--- config.mk ---
export PLATFORM = sky130hd
export DESIGN_NAME = spi_reg_master
export DESIGN_NICKNAME = d
export VERILOG_FILES = /design/src/rtl/spi_pkg.sv /design/src/rtl/spi_sclk_div.sv /design/src/rtl/spi_reg_master.sv
export SDC_FILE = /design/constraint.sdc
export NUM_CORES = 1
export LEC_CHECK = 0
export CAP_MARGIN = 5
export CORE_UTILIZATION = 40
export CTS_CLUSTER_DIAMETER = 80
export DETAILED_ROUTE_END_ITERATION = 8
export GPL_TIMING_DRIVEN = 0
export SYNTH_ARGS = -nofsm -noshare
export SYNTH_HDL_FRONTEND = slang
export SYNTH_HIERARCHICAL = 1
export SYNTH_SLANG_ARGS = --single-unit
--- constraint.sdc ---
create_clock -name clk -period 2.9 [get_ports clk]
set_input_delay 0.435 -clock clk [delete_from_list [all_inputs] [get_ports clk]]
set_output_delay 0.435 -clock clk [all_outputs]
set_load 0.1 [all_outputs]
--- src/rtl/spi_pkg.sv ---
// Shared definitions for the SPI register master: command layout, PWM
// peripheral register map, PWM function codes and the frame FSM states.
package spi_pkg;

   localparam int CMD_RW_BIT   = 7;
   localparam int CMD_BIT6     = 6;
   localparam int CMD_ADDR_MSB = 5;

   localparam int FRAME_BITS = 16;
   localparam int BYTE_BITS  = 8;

   localparam logic [5:0] REG_PERIOD        = 6'h00;
   localparam logic [5:0] REG_COUNTER_EN    = 6'h02;
   localparam logic [5:0] REG_COMPARE1      = 6'h03;
   localparam logic [5:0] REG_COMPARE2      = 6'h05;
   localparam logic [5:0] REG_COUNTER_RESET = 6'h07;
   localparam logic [5:0] REG_COUNTER_VAL   = 6'h08;
   localparam logic [5:0] REG_PRESCALE      = 6'h0A;
   localparam logic [5:0] REG_UPNOTDOWN     = 6'h0B;
   localparam logic [5:0] REG_PWM_EN        = 6'h0C;
   localparam logic [5:0] REG_FUNCTIONS     = 6'h0D;

   typedef enum logic [1:0] {
      FUNC_ALIGN_LEFT             = 2'b00,
      FUNC_ALIGN_RIGHT            = 2'b01,
      FUNC_RANGE_BETWEEN_COMPARES = 2'b10
   } func_e;

   typedef enum logic [2:0] {
      ST_IDLE,
      ST_SETUP,
      ST_SHIFT,
      ST_HOLD,
      ST_GAP
   } state_e;

   // Assemble the two-byte frame: command byte (rw, bit6, address) then data.
   function automatic logic [FRAME_BITS-1:0] build_frame(
      input logic       wr,
      input logic       bit6,
      input logic [5:0] addr,
      input logic [7:0] data
   );
      logic [BYTE_BITS-1:0] cmd;
      cmd                       = '0;
      cmd[CMD_RW_BIT]           = wr;
      cmd[CMD_BIT6]             = bit6;
      cmd[CMD_ADDR_MSB -: 6]    = addr;
      return {cmd, data};
   endfunction

endpackage

--- src/rtl/spi_sclk_div.sv ---
// Half-period tick generator for the SPI clock. Reloads on frame start and
// on every terminal count, so ticks land exactly every HALF_CYCLES clocks.
module spi_sclk_div #(
   parameter int HALF_CYCLES = 2
) (
   input  logic clk,
   input  logic rst,
   input  logic start,
   input  logic run,
   output logic tick
);

   localparam logic [7:0] RELOAD = 8'(HALF_CYCLES - 1);

   logic [7:0] count;

   // Down-counter that restarts at frame start and wraps at zero while running.
   always_ff @(posedge clk or posedge rst) begin
      if (rst) begin
         count <= 8'd0;
      end else if (start) begin
         count <= RELOAD;
      end else if (run) begin
         if (count == 8'd0) begin
            count <= RELOAD;
         end else begin
            count <= count - 8'd1;
         end
      end
   end

   assign tick = run && (count == 8'd0);

endmodule

--- src/rtl/spi_reg_master.sv ---
// SPI mode-0 initiator for the PWM peripheral register interface. Each
// accepted request becomes one 16-bit frame (command byte, data byte); the
// second byte seen on miso is returned on a one-cycle response strobe.
module spi_reg_master
   import spi_pkg::*;
#(
   parameter int SCLK_HALF_CYCLES = 2,
   parameter int CS_GAP_CYCLES    = 4
) (
   input  logic       clk,
   input  logic       rst,
   input  logic       req_valid,
   output logic       req_ready,
   input  logic       req_write,
   input  logic       req_bit6,
   input  logic [5:0] req_addr,
   input  logic [7:0] req_wdata,
   output logic       rsp_valid,
   output logic [7:0] rsp_rdata,
   output logic       busy,
   output logic       sclk,
   output logic       cs_n,
   output logic       mosi,
   input  logic       miso
);

   localparam logic [7:0] GAP_RELOAD = 8'(CS_GAP_CYCLES - 1);

   state_e      state_q, state_d;
   logic [14:0] tx_q, tx_d;
   logic [7:0]  rx_q, rx_d;
   logic [3:0]  bit_q, bit_d;
   logic        phase_q, phase_d;
   logic [7:0]  gap_q, gap_d;
   logic        sclk_q, sclk_d;
   logic        cs_n_q, cs_n_d;
   logic        mosi_q, mosi_d;
   logic        rsp_valid_q, rsp_valid_d;
   logic [7:0]  rsp_rdata_q, rsp_rdata_d;

   logic [15:0] frame;
   logic        accept;
   logic        div_run;
   logic        tick;

   assign frame   = build_frame(req_write, req_bit6, req_addr, req_wdata);
   assign accept  = req_valid && (state_q == ST_IDLE);
   assign div_run = (state_q == ST_SETUP) || (state_q == ST_SHIFT) || (state_q == ST_HOLD);

   spi_sclk_div #(
      .HALF_CYCLES(SCLK_HALF_CYCLES)
   ) u_div (
      .clk   (clk),
      .rst   (rst),
      .start (accept),
      .run   (div_run),
      .tick  (tick)
   );

   // Next-state and next-output logic; every register holds unless a tick or acceptance moves it.
   always_comb begin
      state_d     = state_q;
      tx_d        = tx_q;
      rx_d        = rx_q;
      bit_d       = bit_q;
      phase_d     = phase_q;
      gap_d       = gap_q;
      sclk_d      = sclk_q;
      cs_n_d      = cs_n_q;
      mosi_d      = mosi_q;
      rsp_valid_d = 1'b0;
      rsp_rdata_d = rsp_rdata_q;

      case (state_q)
         ST_IDLE: begin
            if (req_valid) begin
               state_d = ST_SETUP;
               tx_d    = frame[14:0];
               mosi_d  = frame[15];
               cs_n_d  = 1'b0;
               sclk_d  = 1'b0;
               bit_d   = 4'd15;
               phase_d = 1'b0;
            end
         end
         ST_SETUP: begin
            if (tick) begin
               state_d = ST_SHIFT;
            end
         end
         ST_SHIFT: begin
            if (tick) begin
               if (!phase_q) begin
                  sclk_d  = 1'b1;
                  phase_d = 1'b1;
               end else begin
                  sclk_d  = 1'b0;
                  phase_d = 1'b0;
                  if (bit_q <= 4'd7) begin
                     rx_d = {rx_q[6:0], miso};
                  end
                  if (bit_q == 4'd0) begin
                     state_d = ST_HOLD;
                     mosi_d  = 1'b0;
                  end else begin
                     bit_d  = bit_q - 4'd1;
                     mosi_d = tx_q[14];
                     tx_d   = {tx_q[13:0], 1'b0};
                  end
               end
            end
         end
         ST_HOLD: begin
            if (tick) begin
               state_d     = ST_GAP;
               cs_n_d      = 1'b1;
               rsp_valid_d = 1'b1;
               rsp_rdata_d = rx_q;
               gap_d       = GAP_RELOAD;
            end
         end
         ST_GAP: begin
            if (gap_q == 8'd0) begin
               state_d = ST_IDLE;
            end else begin
               gap_d = gap_q - 8'd1;
            end
         end
         default: begin
            state_d = ST_IDLE;
            cs_n_d  = 1'b1;
            sclk_d  = 1'b0;
            mosi_d  = 1'b0;
         end
      endcase
   end

   // State and pin registers; pins come straight from flops so they never glitch.
   always_ff @(posedge clk or posedge rst) begin
      if (rst) begin
         state_q     <= ST_IDLE;
         tx_q        <= 15'd0;
         rx_q        <= 8'd0;
         bit_q       <= 4'd0;
         phase_q     <= 1'b0;
         gap_q       <= 8'd0;
         sclk_q      <= 1'b0;
         cs_n_q      <= 1'b1;
         mosi_q      <= 1'b0;
         rsp_valid_q <= 1'b0;
         rsp_rdata_q <= 8'd0;
      end else begin
         state_q     <= state_d;
         tx_q        <= tx_d;
         rx_q        <= rx_d;
         bit_q       <= bit_d;
         phase_q     <= phase_d;
         gap_q       <= gap_d;
         sclk_q      <= sclk_d;
         cs_n_q      <= cs_n_d;
         mosi_q      <= mosi_d;
         rsp_valid_q <= rsp_valid_d;
         rsp_rdata_q <= rsp_rdata_d;
      end
   end

   assign req_ready = (state_q == ST_IDLE);
   assign busy      = (state_q != ST_IDLE);
   assign sclk      = sclk_q;
   assign cs_n      = cs_n_q;
   assign mosi      = mosi_q;
   assign rsp_valid = rsp_valid_q;
   assign rsp_rdata = rsp_rdata_q;

endmodule

==> flow_metrics.py, run 1 <==
metrics = {
    "status": {
        "status": "complete, no violations",
    },
    "pwr": {
        "p_int_mw": 1.87,
        "p_sw_frac": 0.360,
        "p_comb_frac": 0.320,
        "total_power_mw": 2.92,
        "power.density_mw_per_mm2": 784,
        "clkPwrFrac": 0.252,
        "power_frac_seq": 0.428,
        "p_leak_nw": 1.66,
        "p_sw_mw": 1.05,
        "irDropWorstVdd_uv": 360,
    },
    "cells_and_area": {
        "layout-drive-gt1-share": 0.256,
        "design_area_mm2": 0.00373,
        "area_growth_pct": 24.7,
        "final_cell_mix": "dfrtp_1 (57), mux2_2 (37), nand2_1 (35)",
        "fill_cells": 698,
        "mostFrequentLayoutCell": "dfrtp_1",
        "nets": 348,
        "n_antenna_cell": 0,
    },
    "sta": {
        "tns_ns": 0,
        "worst_slew_pin_slew_ns": 0.997,
        "maxSlewHeadroom": 0.333,
        "setup_slack_ns": 0.171,
        "min_period_ns": 2.73,
        "fin_worst_skew_ns": 0.00973,
        "period_share": 0.941,
        "whs_ns": 0.399,
        "fmax_mhz": 366,
        "hold_viol": 0,
        "finalSetupViolCount": 0,
        "slew_viol_final": 0,
    },
    "yosys": {
        "syn_area_mm2": 0.00299,
        "synth_area_leaders": "dfrtp_1 (49%), mux2_2 (14%), nand2_1 (4.4%)",
        "synth.distinct_cells": 55,
        "syn_nets": 304,
        "synth-edff-count": 0,
        "synthCells": 279,
        "synth_top_area_frac": 0.486,
        "synthArstFlopShare": 1.00,
        "synthFlopType": "dfrtp_1",
        "ys_seq_elements": 59,
        "yosys.area.top_type": "dfrtp_1",
        "seq_area_frac_synth": 0.494,
        "yosysWarnings": 6,
        "syn_avg_cell_area_um2": 10.7,
    },
    "placement": {
        "port_buffers": 33,
        "preCtsSetupSlack_ns": -0.313,
        "gp_congestion": 0.823,
        "dpl_cell_area_mm2": 0.00351,
        "dpl.hpwl_um": 4000,
    },
    "routing": {
        "ant_nets": 0,
        "drc": 0,
        "drt-total-wl_um": 5790,
        "first_pass_iters": 4,
        "viasPerCell": 5.11,
        "wl_per_cell_um": 13.6,
        "drt_iter0_drc": 77,
        "via_count": 2181,
    },
    "floorplanning": {
        "io_pins": 34,
        "start_util": 0.412,
        "std_cell_rows": 31,
        "die_x_um": 88.4,
        "die_area_mm2": 0.00782,
        "fp.dieH_um": 88.4,
        "core_area_mm2": 0.00725,
    },
    "global_routing": {
        "grt_usage": 0.168,
        "grt_overflow": 0,
        "grt_pass1_vias": 2089,
        "grt_pass1_wl_um": 9870,
        "antenna_found_initial": 0,
        "grt_max_degree": 30,
    },
    "clocking": {
        "cts_tree": "built",
        "cts-htree-levels": 3,
        "cts_buffers": 9,
        "cts_sinks": 59,
        "insertion_delay_ns": 0.34,
        "postCtsSetupBuffers": 0,
        "ctsRootBufferMaster": "clkbuf_8",
        "clk_pin_slew_ns": 0.07,
        "cts_buffer_depth": 2,
    },
    "worst_setup_path": {
        "crit_arrival_ns": 2.29,
        "critical_path_class": "reg2out",
        "cp_max_fo": 18,
        "crit_required_ns": 2.47,
        "cp-start-kind": "flop",
        "critPathCaptureType": "output pin",
    },
    "run": {
        "max_cap_violations": 0,
    },
    "min_path": {
        "hp-class": "in2async",
    },
}
## registers in the layout (all words and copies together), names as in the netlist
signal / count
tx_q: 15
state_q: 3
rx_q: 8
gap_q: 8
u_div/count: 8
sclk: 1
mosi: 1
bit_q: 4
cs_n: 1
rsp_rdata: 8
rsp_valid: 1
phase_q: 1
## worst max-delay path, cell delays in order (launching register included)
cell and delay [ns]:
dfrtp_1 0.37, buf_6 0.16, nor3_4 0.26, clkdlybuf4s50_1 1.17
## power groups by stage
stage / combinational, mW / clock [mW] / sequential, mW
finish: 0.936 / 0.735 / 1.25
global route: 1.05 / 0.801 / 1.29
CTS: 0.934 / 0.762 / 1.24
detailed placement: 0.925 / 0 / 1.25
floorplan: 0.672 / 0 / 1.28
global placement: 0.905 / 0 / 1.24
## metrics by stage
step,instances,utilization
after floorplan,279,-
after global placement,411,0.481
after detailed placement,412,0.484
after CTS,427,0.511
after global routing,427,0.514
final,427,0.514
## metal layers
metal	global-route usage	share of wire
met1	0.228	0.49
met2	0.249	0.46
met5	0	0
met4	0.0572	0.014
met3	0.0588	0.033
## area by class of cell
class                           instances  area, um2  area share
Buffer                                 11       75.1      0.0201
Clock buffer                           10        128      0.0343
Clock inverter                          6       66.3      0.0178
Inverter                               14       56.3      0.0151
Multi-Input combinational cell        194       1450       0.389
Sequential cell                        59       1480       0.397
Tap cell                               99        124      0.0332
Timing Repair Buffer                   34        350      0.0940
## worst paths after layout
| check | from | end | slack, ns | cells after the start |
|---|---|---|---|---|
| worst max-delay path | state_q[0] | req_ready | 0.17 | 3 |
| worst min-delay path | rst | u_div/count[4] | 0.40 | 2 |
| worst max register to register | state_q[1] | tx_q[6] | 0.23 | 11 |
| worst min register to register | rx_q[7] | rsp_rdata[7] | 0.47 | 2 |
| max in group asynchronous | rst | tx_q[10] | 1.89 | 3 |
| min in group clk | rx_q[7] | rsp_rdata[7] | 0.47 | 2 |
## cells in the mapped netlist, types with 2 or more instances
cell and instances:
dfrtp_1 58, mux2_2 37, nand2_1 35, nor2_1 19, inv_1 14, a21oi_1 12, o21ai_0 9, nor3_1 6
and3_1 5, buf_2 5, ha_1 5, nor3b_1 5, mux2i_1 4, nand2b_1 4, or4_1 4, a22o_1 3
clkbuf_1 3, nor4_1 3, or3b_1 3, a211o_1 2, a211oi_1 2, a22oi_1 2, buf_4 2, nand3_1 2
o31ai_1 2, or3_1 2, or4_4 2, xnor2_1 2
## what timing repair did
action | 4_1_cts | 5_1_grt
hold buffers | 0 | 0
resized for setup | 4 | 4
endpoints found under the setup margin | 35 | 13
## logic make-up after synthesis
group | Yosys count | share of synthesized area
flops | 59 | 0.494
fa+ha+maj | 5 | 0.0209
buf+inv | 26 | 0.0398
simple gates | 98 | 0.177
xor+xnor | 2 | 0.00586
mux | 42 | 0.157
compound gates | 47 | 0.105
No activity file was read; power rests on OpenSTA's default activity.
==> inputs of run 2 (changes only) <==
==> constraint.sdc (replaced) <==
create_clock -name clk -period 3 [get_ports clk]
set_input_delay 0.45 -clock clk [delete_from_list [all_inputs] [get_ports clk]]
set_output_delay 0.45 -clock clk [all_outputs]
set_load 0.1 [all_outputs]
==> flow_metrics.py, run 2 (same netlist as run 1, synthesis figures left out) <==
metrics = {
    "status": {
        "status": "complete, no violations",
    },
    "global_routing": {
        "grt_overflow": 0,
        "grt_pass1_wl_um": 9890,
        "grt_pass1_vias": 2100,
        "grt_max_degree": 30,
        "antenna_found_initial": 0,
        "grt_usage": 0.168,
    },
    "sta": {
        "whs_ns": 0.413,
        "finalSetupViolCount": 0,
        "maxSlewHeadroom": 0.333,
        "fmax_mhz": 368,
        "slew_viol_final": 0,
        "min_period_ns": 2.72,
        "hold_viol": 0,
        "worst_slew_pin_slew_ns": 0.997,
        "period_share": 0.906,
        "rsz0062_at_grt": "no",
        "fin_worst_skew_ns": 0.00975,
    },
    "floorplanning": {
        "core_area_mm2": 0.00725,
        "die_x_um": 88.4,
        "std_cell_rows": 31,
        "start_util": 0.412,
        "io_pins": 34,
        "die_area_mm2": 0.00782,
        "fp.dieH_um": 88.4,
    },
    "clocking": {
        "hold_buffers": 0,
        "cts_sinks": 59,
        "postCtsSetupBuffers": 0,
        "cts_buffers": 9,
        "cts_buffer_depth": 2,
        "ctsRootBufferMaster": "clkbuf_8",
        "insertion_delay_ns": 0.34,
        "cts_tree": "built",
        "cts-htree-levels": 3,
        "clk_pin_slew_ns": 0.07,
    },
    "worst_setup_path": {
        "endpoint": "req_ready",
        "r2r-start": "state_q[1]",
        "cp_max_fo": 9,
        "ff2ff_path_depth": 11,
        "critPathCaptureType": "output pin",
        "crit_start": "state_q[0]",
        "crit_required_ns": 2.55,
        "ff2ff_setup_slack_ns": 0.28,
        "critical_path_class": "reg2out",
        "r2r_end": "tx_q[6]",
        "cp-start-kind": "flop",
        "crit_arrival_ns": 2.27,
    },
    "cells_and_area": {
        "multiInputGateArea_mm2": 0.00145,
        "layout-drive-gt1-share": 0.258,
        "n_antenna_cell": 0,
        "largest_register_ffs": 15,
        "area_growth_pct": 24.8,
        "largest_register": "tx_q",
        "layoutNonFillerInstCount": 428,
        "mostFrequentLayoutCell": "dfrtp_1",
        "final_cell_mix": "dfrtp_1 (57), mux2_2 (37), nand2_1 (35)",
        "nets": 349,
        "fill_cells": 700,
        "seq_area_mm2": 0.00148,
    },
    "routing": {
        "drt-total-wl_um": 5810,
        "first_pass_iters": 4,
        "drc": 0,
        "wl_per_cell_um": 13.6,
        "viasPerCell": 5.09,
        "ant_nets": 0,
        "via_count": 2178,
        "drt_iter0_drc": 57,
    },
    "pwr": {
        "power.density_mw_per_mm2": 757,
        "power_frac_seq": 0.427,
        "p_leak_nw": 1.66,
        "p_sw_mw": 1.02,
        "clkPwrFrac": 0.251,
        "p_int_mw": 1.81,
        "irDropWorstVdd_uv": 348,
        "p_comb_frac": 0.321,
        "p_sw_frac": 0.360,
    },
    "placement": {
        "port_buffers": 33,
        "dpl.hpwl_um": 4000,
        "place_inst": 412,
        "gp_congestion": 0.823,
    },
    "min_path": {
        "hp-class": "in2async",
    },
    "run": {
        "max_cap_violations": 0,
    },
}
-- run 2: cell types whose count changed in the layout (fill, tap and decap cells not counted) --
cell | previous run | this run
clkbuf_2 | 2 | 3
buf_4 | 3 | 2
clkbuf_4 | 0 | 1
-- run 2: area by class of cell --
type / instances / share of cell area
Inverter: 14 / 0.0151
Clock inverter: 6 / 0.0178
Multi-Input combinational cell: 194 / 0.388
Sequential cell: 59 / 0.396
Clock buffer: 10 / 0.0342
Timing Repair Buffer: 34 / 0.0939
Tap cell: 99 / 0.0332
Buffer: 12 / 0.0215
-- run 2: routing by layer --
metal  vias to the layer above  global-route usage  wire [um]
li1                       1082                   -          -
met1                      1061               0.227       2860
met2                        30               0.251       2710
met3                         5              0.0588        197
met4                         0              0.0572         43
met5                         -                   0          0
-- run 2: worst max-delay path, cell delays in order, from the launching register on --
cell	delay, ns
dfrtp_1	0.37
buf_6	0.14
nor3_4	0.25
clkdlybuf4s50_1	1.17
-- run 2: timing repair --
item / in CTS / in global routing
hold endpoints to repair: 0 / 0
gates resized for setup: 3 / 7
endpoints found under the setup margin: 11 / 11
-- run 2: power by group through the flow --
stage          Sequential, mW  Clock, mW  Combinational [mW]
2_1_floorplan            1.23          0               0.649
3_3_place_gp             1.20          0               0.875
3_5_place_dp             1.21          0               0.894
4_1_cts                  1.20      0.736               0.904
5_1_grt                  1.24      0.774                1.02
6_report                 1.21      0.710               0.907
-- run 2: per-stage QoR --
stage               cell area [um2]  utilization  setup slack, ns  TNS, ns  total power [mW]
floorplan                      3030            -           -0.187   -0.540              1.88
global placement               3490        0.481           -0.196    -1.95              2.08
detailed placement             3510        0.484           -0.213    -2.08              2.10
CTS                            3710        0.511           0.0310        0              2.84
global route                   3730        0.514           0.0613        0              3.03
finish                         3730        0.514            0.283        0              2.83
-- run 2: worst min-delay path by stage --
| stage | startpoint | to | slack (ns) |
|---|---|---|---|
| global route | rst | u_div/count[4] | 0.43 |
| finish | rst | u_div/count[4] | 0.41 |
| floorplan | rst | u_div/count[0] | 0.27 |
| global placement | rx_q[7] | rsp_rdata[7] | 0.46 |
| detailed placement | rsp_rdata[6] | rsp_rdata[6] | 0.46 |
| CTS | rst | u_div/count[4] | 0.42 |
==> inputs of run 3 (changes only) <==
--- a/config.mk
+++ b/config.mk
@@ -6,6 +6,7 @@
 export NUM_CORES = 1
 export LEC_CHECK = 0
 export CAP_MARGIN = 5
+export CORE_MARGIN = 2
 export CORE_UTILIZATION = 40
 export CTS_CLUSTER_DIAMETER = 80
 export DETAILED_ROUTE_END_ITERATION = 8
==> flow_metrics.py, run 3 (same netlist as run 1, synthesis figures left out) <==
metrics = {
    "worst_setup_path": {
        "crit_arrival_ns": 2.95,
        "crit_buf_inv": 5,
        "crit_start": "state_q[0]",
        "r2r-start": "state_q[0]",
        "crit_required_ns": 3.23,
        "crit_chain": "buf_6 > clkbuf_2 > nor2_1 > nor2_1 > clkbuf_2 > and3_1 > buf_2 > and3_1 > a21oi_2 > nor2_2 > buf_4 > mux2_2",
        "path_delay_family": "buffers and inverters",
        "critPathSlowestCell": "mux2_2",
        "cp_max_fo": 10,
        "cp-start-kind": "flop",
        "critPathCaptureType": "flop",
        "critical_path_class": "reg2reg",
        "slowest_delay_ns": 0.35,
    },
    "routing": {
        "wl_per_cell_um": 13.6,
        "ant_nets": 0,
        "drt-total-wl_um": 5840,
        "drt_iter0_drc": 91,
        "drc": 0,
        "first_pass_iters": 4,
        "via_count": 2187,
        "viasPerCell": 5.11,
    },
    "min_path": {
        "hp-class": "in2async",
    },
    "clocking": {
        "clk_pin_slew_ns": 0.07,
        "insertion_delay_ns": 0.34,
        "cts_buffers": 9,
        "cts-htree-levels": 3,
        "postCtsSetupBuffers": 0,
        "cts_sinks": 59,
        "cts_tree": "built",
        "cts_buffer_depth": 2,
        "ctsRootBufferMaster": "clkbuf_8",
    },
    "cells_and_area": {
        "layout-drive-gt1-share": 0.258,
        "mostFrequentLayoutCell": "dfrtp_1",
        "largest_register_ffs": 15,
        "final_cell_mix": "dfrtp_1 (57), mux2_2 (37), nand2_1 (35)",
        "largest_register": "tx_q",
        "n_antenna_cell": 0,
        "final_util": 0.520,
        "nets": 349,
        "fill_cells": 682,
        "area_growth_pct": 26.2,
        "design_area_mm2": 0.00377,
    },
    "floorplanning": {
        "die_area_mm2": 0.00818,
        "die_x_um": 90.4,
        "start_util": 0.412,
        "core_area_mm2": 0.00725,
        "std_cell_rows": 31,
        "io_pins": 34,
        "fp.dieH_um": 90.4,
    },
    "sta": {
        "period_share": 0.908,
        "fmax_mhz": 367,
        "finalSetupViolCount": 0,
        "whs_ns": 0.424,
        "rsz0062_at_grt": "no",
        "min_period_ns": 2.72,
        "slew_viol_final": 0,
        "fin_worst_skew_ns": 0.00917,
        "maxSlewHeadroom": 0.342,
        "worst_slew_pin_slew_ns": 0.984,
        "hold_viol": 0,
        "tns_ns": 0,
    },
    "pwr": {
        "p_leak_nw": 1.70,
        "total_power_mw": 3.00,
        "irDropWorstVdd_uv": 415,
        "power.density_mw_per_mm2": 796,
    },
    "global_routing": {
        "grt_pass1_wl_um": 10300,
        "grt_usage": 0.158,
        "grt_pass1_vias": 2160,
        "grt_max_degree": 35,
        "grt_overflow": 0,
        "antenna_found_initial": 0,
    },
    "run": {
        "max_cap_violations": 0,
    },
    "status": {
        "status": "complete, no violations",
    },
    "placement": {
        "gp_congestion": 0.820,
        "dpl_cell_area_mm2": 0.00351,
        "port_buffers": 33,
        "dpl.hpwl_um": 4110,
    },
}
-- run 3: repair_timing --
action | CTS | global route
hold buffers | 0 | 0
setup endpoints to repair | 11 | 11
resized for setup | 3 | 7
-- run 3: final timing paths --
check	depth (start not counted)	to	slack (ns)
max	12	tx_q[8]	0.28
max in group asynchronous	3	cs_n	1.96
min in group clk	2	rsp_rdata[7]	0.46
max reg2reg	12	tx_q[8]	0.28
min	2	u_div/count[4]	0.42
min reg2reg	2	rsp_rdata[7]	0.46
-- run 3: area by class of cell --
class                   instances  area (um2)  area share
clock buffers                  11         141      0.0375
repair buffers                 34         350      0.0928
flip-flops and latches         59        1480       0.392
well taps                      99         124      0.0328
plain buffers                  12        80.1      0.0212
clock inverters                 5         100      0.0265
inverters                      14        56.3      0.0149
multi-input cells             194        1440       0.382
-- run 3: per-stage QoR --
| step | instances | setup slack, ns |
|---|---|---|
| 6_report | 428 | 0.277 |
| 5_1_grt | 428 | 0.0393 |
| 4_1_cts | 428 | 0.0276 |
| 3_5_place_dp | 412 | -0.177 |
| 3_3_place_gp | 411 | -0.197 |
| 2_1_floorplan | 279 | -0.187 |
-- run 3: power by group --
part / internal [mW] / switching [mW] / leakage, nW
Clock: 0.572 / 0.316 / 0.123
Combinational: 0.421 / 0.488 / 0.826
Sequential: 1.01 / 0.200 / 0.747
Total: 2.00 / 1.00 / 1.70
-- run 3: layer usage --
layer  share of wire  up-vias  track usage
met3           0.042       11       0.0534
met5               0        -            0
met1            0.48     1059        0.211
met4           0.014        0       0.0615
met2            0.46       37        0.235
li1                -     1080            -
